File: src/rtl/cla_pipe_adder.sv
// Pipelined carry-lookahead adder/subtractor, one 8-bit CLA block per stage.
// Define CLA_PIPE_SAT_EN to saturate signed results in the final stage.
module cla_pipe_adder #(
  parameter int WIDTH = 32
) (
  input  logic             clock,
  input  logic             reset,
  input  logic             in_valid,
  output logic             in_ready,
  input  logic [WIDTH-1:0] a,
  input  logic [WIDTH-1:0] b,
  input  logic             cin,
  input  logic             sub,
  output logic             out_valid,
  input  logic             out_ready,
  output logic [WIDTH-1:0] sum,
  output logic             cout,
  output logic             overflow
);

  localparam int N = WIDTH / 8;

  logic             adv;
  logic [WIDTH-1:0] eb;
  logic             ec;

  assign eb       = sub ? ~b : b;
  assign ec       = sub ? 1'b1 : cin;
  assign adv      = !out_valid || out_ready;
  assign in_ready = adv;

  function automatic logic [8:0] cla8(
    input logic [7:0] x,
    input logic [7:0] y,
    input logic       ci
  );
    logic [7:0] g;
    logic [7:0] p;
    logic [8:0] c;
    logic       t;
    g    = x & y;
    p    = x ^ y;
    c    = '0;
    c[0] = ci;
    for (int i = 1; i <= 8; i++) begin
      t = ci;
      for (int m = 0; m < i; m++) t = t & p[m];
      c[i] = t;
      for (int j = 0; j < i; j++) begin
        t = g[j];
        for (int m = j + 1; m < i; m++) t = t & p[m];
        c[i] = c[i] | t;
      end
    end
    return {c[8], p ^ c[7:0]};
  endfunction

  genvar k;
  generate
    for (k = 0; k < N; k++) begin : stg
      localparam int LW = 8 * k + 8;

      logic          vld_q;
      logic          c_q;
      logic          sa_q;
      logic          sb_q;
      logic [LW-1:0] r_q;

      logic          vld_d;
      logic          ci_d;
      logic          sa_d;
      logic          sb_d;
      logic [7:0]    xa_d;
      logic [7:0]    xb_d;
      logic [LW-1:0] r_d;
      logic [8:0]    s8;

      assign s8 = cla8(xa_d, xb_d, ci_d);

      if (k == 0) begin : src
        assign vld_d = in_valid;
        assign xa_d  = a[7:0];
        assign xb_d  = eb[7:0];
        assign ci_d  = ec;
        assign sa_d  = a[WIDTH-1];
        assign sb_d  = eb[WIDTH-1];
        assign r_d   = s8[7:0];
      end else begin : src
        assign vld_d = stg[k-1].vld_q;
        assign xa_d  = stg[k-1].sk.a_q[7:0];
        assign xb_d  = stg[k-1].sk.b_q[7:0];
        assign ci_d  = stg[k-1].c_q;
        assign sa_d  = stg[k-1].sa_q;
        assign sb_d  = stg[k-1].sb_q;
        assign r_d   = {s8[7:0], stg[k-1].r_q};
      end

      // Result, block carry and sign bits advance together on a global step
      always_ff @(posedge clock or posedge reset) begin
        if (reset) begin
          vld_q <= 1'b0;
          c_q   <= 1'b0;
          sa_q  <= 1'b0;
          sb_q  <= 1'b0;
          r_q   <= '0;
        end else if (adv) begin
          vld_q <= vld_d;
          c_q   <= s8[8];
          sa_q  <= sa_d;
          sb_q  <= sb_d;
          r_q   <= r_d;
        end
      end

      if (k < N - 1) begin : sk
        localparam int SW = WIDTH - LW;
        logic [SW-1:0] a_q;
        logic [SW-1:0] b_q;
        logic [SW-1:0] a_d;
        logic [SW-1:0] b_d;

        if (k == 0) begin : sd
          assign a_d = a[WIDTH-1:8];
          assign b_d = eb[WIDTH-1:8];
        end else begin : sd
          assign a_d = stg[k-1].sk.a_q[SW+7:8];
          assign b_d = stg[k-1].sk.b_q[SW+7:8];
        end

        // Skew registers carry the not-yet-added operand bytes
        always_ff @(posedge clock or posedge reset) begin
          if (reset) begin
            a_q <= '0;
            b_q <= '0;
          end else if (adv) begin
            a_q <= a_d;
            b_q <= b_d;
          end
        end
      end
    end
  endgenerate

  logic [WIDTH-1:0] wrap;
  logic             ovf;
  logic             sa;

  assign sa        = stg[N-1].sa_q;
  assign wrap      = stg[N-1].r_q;
  assign ovf       = (sa == stg[N-1].sb_q) && (wrap[WIDTH-1] != sa);
  assign out_valid = stg[N-1].vld_q;
  assign cout      = stg[N-1].c_q;
  assign overflow  = ovf;

`ifdef CLA_PIPE_SAT_EN
  logic [WIDTH-1:0] sat;
  assign sat = {sa, {(WIDTH-1){!sa}}};
  assign sum = ovf ? sat : wrap;
`else
  assign sum = wrap;
`endif

endmodule

File: config.mk
export PLATFORM = sky130hd
export DESIGN_NAME = cla_pipe_adder
export DESIGN_NICKNAME = d
export VERILOG_FILES = /design/src/rtl/cla_pipe_adder.sv
export SDC_FILE = /design/constraint.sdc
export NUM_CORES = 1
export LEC_CHECK = 0
export ABC_CLOCK_PERIOD_IN_PS = 6150
export BUFFER_PORTS_ARGS = -buffer_cell sky130_fd_sc_hd__buf_2
export CORE_ASPECT_RATIO = 0.5
export CORE_MARGIN = 2
export CORE_UTILIZATION = 55
export CTS_BUF_LIST = sky130_fd_sc_hd__clkbuf_2 sky130_fd_sc_hd__clkbuf_4 sky130_fd_sc_hd__clkbuf_8
export DETAILED_ROUTE_END_ITERATION = 10
export PLACE_DENSITY_LB_ADDON = 0.15
export SETUP_SLACK_MARGIN = 0.3
export SLEW_MARGIN = 20
export SYNTH_ARGS = -nofsm -noshare
export SYNTH_HDL_FRONTEND = slang
export SYNTH_SLANG_ARGS = --single-unit
File: constraint.sdc
create_clock -name clock -period 6.15 [get_ports clock]
set_input_delay 0.615 -clock clock [delete_from_list [all_inputs] [get_ports clock]]
set_output_delay 0.615 -clock clock [all_outputs]
set_load 0.03 [all_outputs]
== Word-level counts from Yosys, hierarchy flattened ==
Cells that the tools add are included.

* Input port bits: 70
* Register bits: 192
* Word-level logic and storage cells: 334

* Muxes and demuxes: 2
* Bitwise gates (word level): 301
* Reductions and logical operators: 3
* Eq/ne operators: 2

{| class="wikitable"
|+ Operators by type and width
! cell !! number
|-
| $and 1x1->1 || 144
|-
| $or 1x1->1 || 144
|-
| $xor 8x8->8 || 8
|-
| $and 8x8->8 || 4
|-
| $mux 32 || 1
|-
| $not 32->32 || 1
|-
| $eq 1x1->1 || 1
|-
| $logic_and 1x1->1 || 1
|-
| $logic_not 1->1 || 1
|-
| $logic_or 1x1->1 || 1
|-
| $mux 1 || 1
|-
| $ne 1x1->1 || 1
|}

== Longest topological paths before layout ==
Gate-level depths: netlist of the first run.

* Word-level depth: 19
* Depth in mapped cells: 10

== Worst setup path before layout of the first run ==
No wires, ideal clock.

* Kind: input -> register
* Start: input sub
* End: register stg[0].r_q[4]
* Slack: 3,474 ps
* Stages on the path: 10
* Required time: 6,015 ps
* Setup time: 135 ps
* Data arrival time: 2,541 ps
* Path through: clkbuf_1 -> buf_2 -> xor2_1 -> ha_1 -> ha_1 -> o21ai_1 -> nand2b_1 -> a21o_1 -> a211oi_1 -> o31ai_1

* Longest elaborated chain between the ends: 11

{| class="wikitable"
|+ RTL lines
! element !! RTL line !! text
|-
| from (decl) || 13 || <nowiki>input logic sub,</nowiki>
|-
| $mux 32 || 27 || <nowiki>assign eb = sub ? ~b : b;</nowiki>
|-
| $xor 8x8->8 || 42 || <nowiki>p = x ^ y;</nowiki>
|-
| $and 1x1->1 (4 in series) || 47 || <nowiki>for (int m = 0; m < i; m++) t = t & p[m];</nowiki>
|-
| $or 1x1->1 (4 in series) || 52 || <nowiki>c[i] = c[i] | t;</nowiki>
|-
| $xor 8x8->8 (*) || 55 || <nowiki>return {c[8], p ^ c[7:0]};</nowiki>
|-
| to (signal assigned) || 111 || <nowiki>r_q <= r_d;</nowiki>
|-
| to (decl) || 67 || <nowiki>logic [LW-1:0] r_q;</nowiki>
|}

Mark *: on every way between the ends. The rest lies on a longest branch, timed or not.
A chain may end at the register's enable or synchronous reset.

== Final worst setup path of the first run ==
* Start: register stg[3].vld_q (netlist: out_valid)
* End: output in_ready

* Longest elaborated chain between the ends: 2

{| class="wikitable"
|+ RTL lines
! element !! RTL line !! text
|-
| from (decl) || 63 || <nowiki>logic vld_q;</nowiki>
|-
| from (signal assigned) || 107 || <nowiki>vld_q <= vld_d;</nowiki>
|-
| $logic_not 1->1 || 29 || <nowiki>assign adv = !out_valid || out_ready;</nowiki>
|-
| $logic_or 1x1->1 || 29 ||
|-
| to (decl) || 9 || <nowiki>output logic in_ready,</nowiki>
|}

No other way between the ends.

==> results.md, run 1 <==
- Max_cap viols: 0
- CTS Buffer Depth: 2
- Power Total: 4.838 mW
- CP required: 5.53 ns
- TritonCTS clock tree: built
- Pin count of the biggest net entering global routing: ~210
- Drt wl/cell: 13.00 um
- Worst-path clk slew: 0.11 ns
- Largest stage delay, worst path: ~0.52 ns
- PwrDens: a little over 500 mW/mm^2
- Crit path launch type: register
- R2R cell count: 7
- Period minus WS final: 3.184 ns
- Wl on met1: 7864 um
- Worst slew margin: 30.48%
- Core area: 0.01462 mm^2
- EDFF count, synth: 0
- Syn. warnings: 0
- # setup viols final: 0
- Hold WC Path Type: in2async
- Synth Instances: between 900 and 1000
- Max-slew violations: 0
- Master of the slowest instance on the critical path: inv_4
- Syn_area_per_cell: between 9 and 10 um^2
- Sequential fraction of the synthesis area: around 56%
- DRT iter0 DRCs: between 400 and 500
- Remaining Overflow, GRT: 0
- CTS-repair resized insts: 0
- # H-tree levels: 4
- Share of layout cells above drive strength 1: 14.47%
- WL met3: 510 um
- Commonest non-fill, non-tap cell in the layout: nand2_1
- Top sig layer: met4
- Area grow syn2layout: 12.53%
- Skew final: 0.02010 ns
- Pleak: 4.882 nW
- Most used DFF post-synth: dfrtp_1
- Clock latency on the worst-skew pair: 0.45 ns
- Worst-path cell chain: nor2b_4 > buf_12 > inv_4 > buf_2
- DRT antenna net count: 0
- Tot GR Track Use: around a fifth
- Die Area: 0.01621 mm^2
- Most frequent cells in the layout: nand2_1, dfrtp_1, buf_2, o21ai_0, xnor2_1
- Final Hold Viols: 0
- CTS buffer count: 17
- Vias in the first global route: 5744
- DIE WIDTH: approximately 180 um
- Dpl hpwl: 10010 um
- Mapped Area: 0.008330 mm^2
- Total Wirelength: between 15000 and 20000 um
- CTS Root Cell: clkbuf_8
- Worst-Margin Slew: 1.043 ns
- PortBufs: 105
- Starting density of the core: between 50% and 60%
- Final instance area: around 0.0094 mm^2
- Nets: 1106
- First-pass GRT wire length: 26620 um
- Via-per-instance ratio: 4.967
- Crit Path Category: reg2out
- Post-synth ARST share: 100.0%
- Fillers: between 1000 and 1500
- Flops & latches, synth: 186
- Syn Nets: 1024
- Clock sinks: 186
- Setup TNS: 0 ns
- WP data arrival: 2.57 ns
- Fmax: 0.3141 GHz
- Peak VDD IR: 0.2432 mV
- DRT Pass-1 Iters: 6
- Die Span Y: a little over 90 um
- RSZ-0062 raised after global routing: false
- Run status: finished, final reports clean
- Placed inst area: between 0.008 and 0.009 mm^2
- Ports: 106
- # Post-CTS Setup Buffers: 0
- CP endpoint kind: output port
- Inserted Diodes: 0
- DRC viols: 0
- Initial antenna violation count: 0
- Met2 routed WL: 7117 um
- Cts hold-fix bufs: 0
- Via count: 5995
- Fin crit share: 51.77%
- Worst hold margin: ~0.31 ns
- Routability cong.: 0.7897
- Std cell rows: 31
- Worst-path fanout max: 208
- Count of cell types in the netlist: 34
[critical path, delay by kind of cell (launching register included)]
kind	cells	cell delay, ns
flops	1	0.38
simple gates	1	0.17
buf+inv	3	1.32
[logic make-up after synthesis]
logic type | count (synthesis) | share of synthesized area [%]
compound gates | 100 | 6.984
xor+xnor | 53 | 5.572
fa+ha+maj | 40 | 6.368
buf+inv | 53 | 2.719
flops | 186 | 55.87
mux | 2 | 0.2403
simple gates | 480 | 22.24
[routing by layer]
layer	track usage, %	vias to the layer above
met2	31.56	85
met4	6.079	0
li1	-	3052
met5	0	-
met3	3.434	17
met1	29.42	2841
[cells in the mapped netlist, drive strengths merged, types with 2 or more instances]
master,number,area [um^2]
or3,3,18.77
nand2b,5,31.28
o31ai,3,22.52
a21o,8,60.06
and3,2,12.51
a2111oi,4,60.06
xnor2,38,332.8
nor3,7,35.03
ha,36,450.4
a21oi,30,150.1
o21ai,49,245.2
mux2i,2,20.02
inv,8,30.03
o211ai,3,22.52
xor2,15,131.4
buf,25,121.4
nand2,432,1622
dfrtp,186,4654
clkbuf,20,75.07
nor2,21,78.83
nand3,6,30.03
fa,4,80.08
[stage by stage]
stage	instances	utilization, %	worst slack [ns]
global placement	1175	61.27	3.031
CTS	1207	64.11	3.003
global route	1207	64.11	2.895
detailed placement	1175	61.27	2.924
floorplan	914	-	0.4779
finish	1207	64.11	2.966
[layout make-up]
cell class	count	area [um^2]	share of cell area [%]
clock inverters	12	151.4	1.615
clock buffers	20	262.8	2.803
multi-input cells	675	3457	36.88
inverters	8	40.04	0.4271
repair buffers	108	560.5	5.980
well taps	198	247.7	2.643
flip-flops and latches	186	4654	49.65
[sequential cells by signal (all words and copies together) (netlist names), 3 cells and up]
signal,count
stg.c_q,3
stg.r_q,48
stg.sa_q,3
stg.sb_q,4
stg.sk.a_q,45
stg.sk.b_q,45
stg.vld_q,3
sum,32
[worst paths after layout]
check / startpoint / to / slack [ns]
worst min register to register: stg[2].vld_q$_DFFE_PP0P_ / stg[2].vld_q$_DFFE_PP0P_ / 0.47
max in group asynchronous: reset / stg[0].sk.b_q[7]$_DFFE_PP0P_ / 4.47
worst min-delay path: reset / stg[0].sk.a_q[21]$_DFFE_PP0P_ / 0.31
worst max register to register: out_valid$_DFFE_PP0P_ / stg[2].r_q[21]$_DFFE_PP0P_ / 3.01
worst max-delay path: out_valid$_DFFE_PP0P_ / in_ready / 2.97
min in group clock: a[21] / stg[0].sk.a_q[13]$_DFFE_PP0P_ / 0.36
[report_power, final]
| part | total (mW) | internal (mW) | switching [mW] | leakage (nW) |
|---|---|---|---|---|
| clock network | 0.859 | 0.396 | 0.463 | 0.210 |
| registers | 2.08 | 1.77 | 0.310 | 2.23 |
| logic | 1.90 | 0.712 | 1.19 | 2.44 |
Power figures use the tool's default switching activity.
==> inputs of run 2 (changes only) <==
--- a/config.mk
+++ b/config.mk
@@ -5,7 +5,7 @@
 export SDC_FILE = /design/constraint.sdc
 export NUM_CORES = 1
 export LEC_CHECK = 0
-export ABC_CLOCK_PERIOD_IN_PS = 6150
+export ABC_CLOCK_PERIOD_IN_PS = 3000
 export BUFFER_PORTS_ARGS = -buffer_cell sky130_fd_sc_hd__buf_2
 export CORE_ASPECT_RATIO = 0.5
 export CORE_MARGIN = 2
==> constraint.sdc (replaced) <==
create_clock -name clock -period 3 [get_ports clock]
set_input_delay 0.3 -clock clock [delete_from_list [all_inputs] [get_ports clock]]
set_output_delay 0.3 -clock clock [all_outputs]
set_load 0.03 [all_outputs]
==> results.md, run 2 (same netlist as run 1, synthesis figures left out) <==
- Run status: finished, final reports clean
- Pin count of the biggest net entering global routing: 208
- Vias in the first global route: 5819
- Commonest non-fill, non-tap cell in the layout: nand2_1
- PwrDens: 1047 mW/mm^2
- Power Total: 9.947 mW
- Initial antenna violation count: 1
- Largest regs: stg.r_q x48, stg.sk.a_q x45, stg.sk.b_q x45
- PortBufs: 105
- Worst hold margin: 0.03193 ns
- Skew final: 0.02160 ns
- Core Util, Final: between 60 and 70%
- Worst setup margin: 0.8276 ns
- Via count: 6014
- Area grow syn2layout: 14.07%
- Tot GR Track Use: 21.00%
- Placed inst area: 0.009039 mm^2
- Dpl hpwl: 10180 um
- Most frequent cells in the layout: nand2_1, dfrtp_1, buf_2, o21ai_0, xnor2_1
- DRT antenna net count: 0
- Worst-path clk slew: 0.10 ns
- Die Area: roughly 0.016 mm^2
- Std cell rows: 31
- Via-per-instance ratio: approximately 5
- Nets: 1116
- CTS buffer count: 17
- Setup TNS: 0 ns
- TritonCTS clock tree: built
- Worst-Margin Slew: 0.8373 ns
- CTS Buffer Depth: 2
- CP required: between 3 and 4 ns
- # H-tree levels: 4
- Final Hold Viols: 0
- Drt wl/cell: about 13 um
- WP data arrival: 2.50 ns
- DRT iter0 DRCs: 482
- WP buf/inv: 0
- Peak VDD IR: ~0.5 mV
- Fin crit share: roughly 72%
- Core area: 0.01462 mm^2
- # setup viols final: 0
- CTS Root Cell: clkbuf_8
- Pleak: just under 5 nW
- Largest stage delay, worst path: between 0.4 and 0.5 ns
- Placed cell count: 1181
- Crit path launch type: register
- Setup WS pre-CTS: approximately 0.65 ns
- CP endpoint kind: register
- Die Span Y: 91.03 um
- FF-to-FF setup slack: 0.83 ns
- DRC viols: 0
- Crit Path Category: reg2reg
- Final instance area: roughly 0.0095 mm^2
- Max-slew violations: 0
- Most flops, register: stg.r_q
- RSZ-0062 raised after global routing: false
- Fmax: 0.4603 GHz
- Max FFs per register: 48
- Worst-path fanout max: 3
- DRT Pass-1 Iters: 4
- Worst-path cell chain: ha_1 > ha_1 > o211ai_1 > nand2_1 > a21o_1 > a2111oi_2 > nor2_1
- Max_cap viols: 0
- Hold WC Path Type: in2reg
- # Post-CTS Setup Buffers: 0
- Clock sinks: 186
- CP top delay family: compound AO/OA/AOI/OAI gates
- Cell mode on critical path: ha_1
- Ports: 106
- Final Non-Filler Cells: 1218
- Total Wirelength: 15520 um
- Worst slew margin: 44.18%
- Starting density of the core: 56.97%
- Share of layout cells above drive strength 1: between 10 and 15%
- Remaining Overflow, GRT: 0
- DIE WIDTH: 178.0 um
- Master of the slowest instance on the critical path: dfrtp_1
- First-pass GRT wire length: 27130 um
- Routability cong.: 0.7952
- Clock latency on the worst-skew pair: 0.46 ns
- Period minus WS final: 2.172 ns
run 2: changes by cell type in the layout (fill, tap and decap cells not counted), moves of 2 or more:
cell           previous run  this run
inv_6                     5         3
dlygate4sd3_1             0         4
clkinv_2                  0         2
inv_8                     3         0
buf_12                    1         4
buf_4                     2         5
clkinvlp_4                1         4
run 2: area by class of cell:
| type | count | area [um^2] |
|---|---|---|
| fill | 1254 | 5120 |
| timing repair buffer | 118 | 683.2 |
| antenna | 1 | 2.502 |
| inverter | 8 | 36.28 |
| sequential | 186 | 4654 |
| tap | 198 | 247.7 |
| clock inverter | 13 | 166.4 |
| multi-input combinational | 675 | 3457 |
| clock buffer | 19 | 255.2 |
run 2: report_power, final:
part	leakage (nW)	internal [mW]	total [mW]	switching [mW]
Combinational	2.49	1.50	3.91	2.41
Sequential	2.23	3.63	4.26	0.628
Clock	0.207	0.864	1.78	0.920
run 2: final timing paths:
path                                              startpoint  cells after the start                            end
worst min-delay path                                    a[9]                      3   stg[0].sk.a_q[1]$_DFFE_PP0P_
worst min register to register  stg[0].sk.b_q[9]$_DFFE_PP0P_                      2   stg[1].sk.b_q[1]$_DFFE_PP0P_
max in group asynchronous                              reset                      4            sum[16]$_DFFE_PP0P_
worst max register to register  stg[0].sk.a_q[0]$_DFFE_PP0P_                      7     stg[1].r_q[13]$_DFFE_PP0P_
min in group asynchronous                              reset                      3  stg[0].sk.a_q[19]$_DFFE_PP0P_
worst max-delay path            stg[0].sk.a_q[0]$_DFFE_PP0P_                      7     stg[1].r_q[13]$_DFFE_PP0P_
run 2: what timing repair did:
item | in CTS | in global routing
gates resized for setup | 0 | 0
hold buffers | 4 | 0
hold endpoints to repair | 13 | 0
run 2: tightest hold or removal path: stages:
cell	delay [ns]
buf_2	0.07
nand2_1	0.04
nand2_1	0.05
run 2: routing by layer:
layer / GRT usage [%] / vias to the layer above / part of all wire [%]
met5: 0 / - / 0
met4: 6.216 / 0 / 1.4
met3: 4.523 / 16 / 3.8
met2: 32.17 / 88 / 45
met1: 30.17 / 2821 / 50
li1: - / 3089 / -
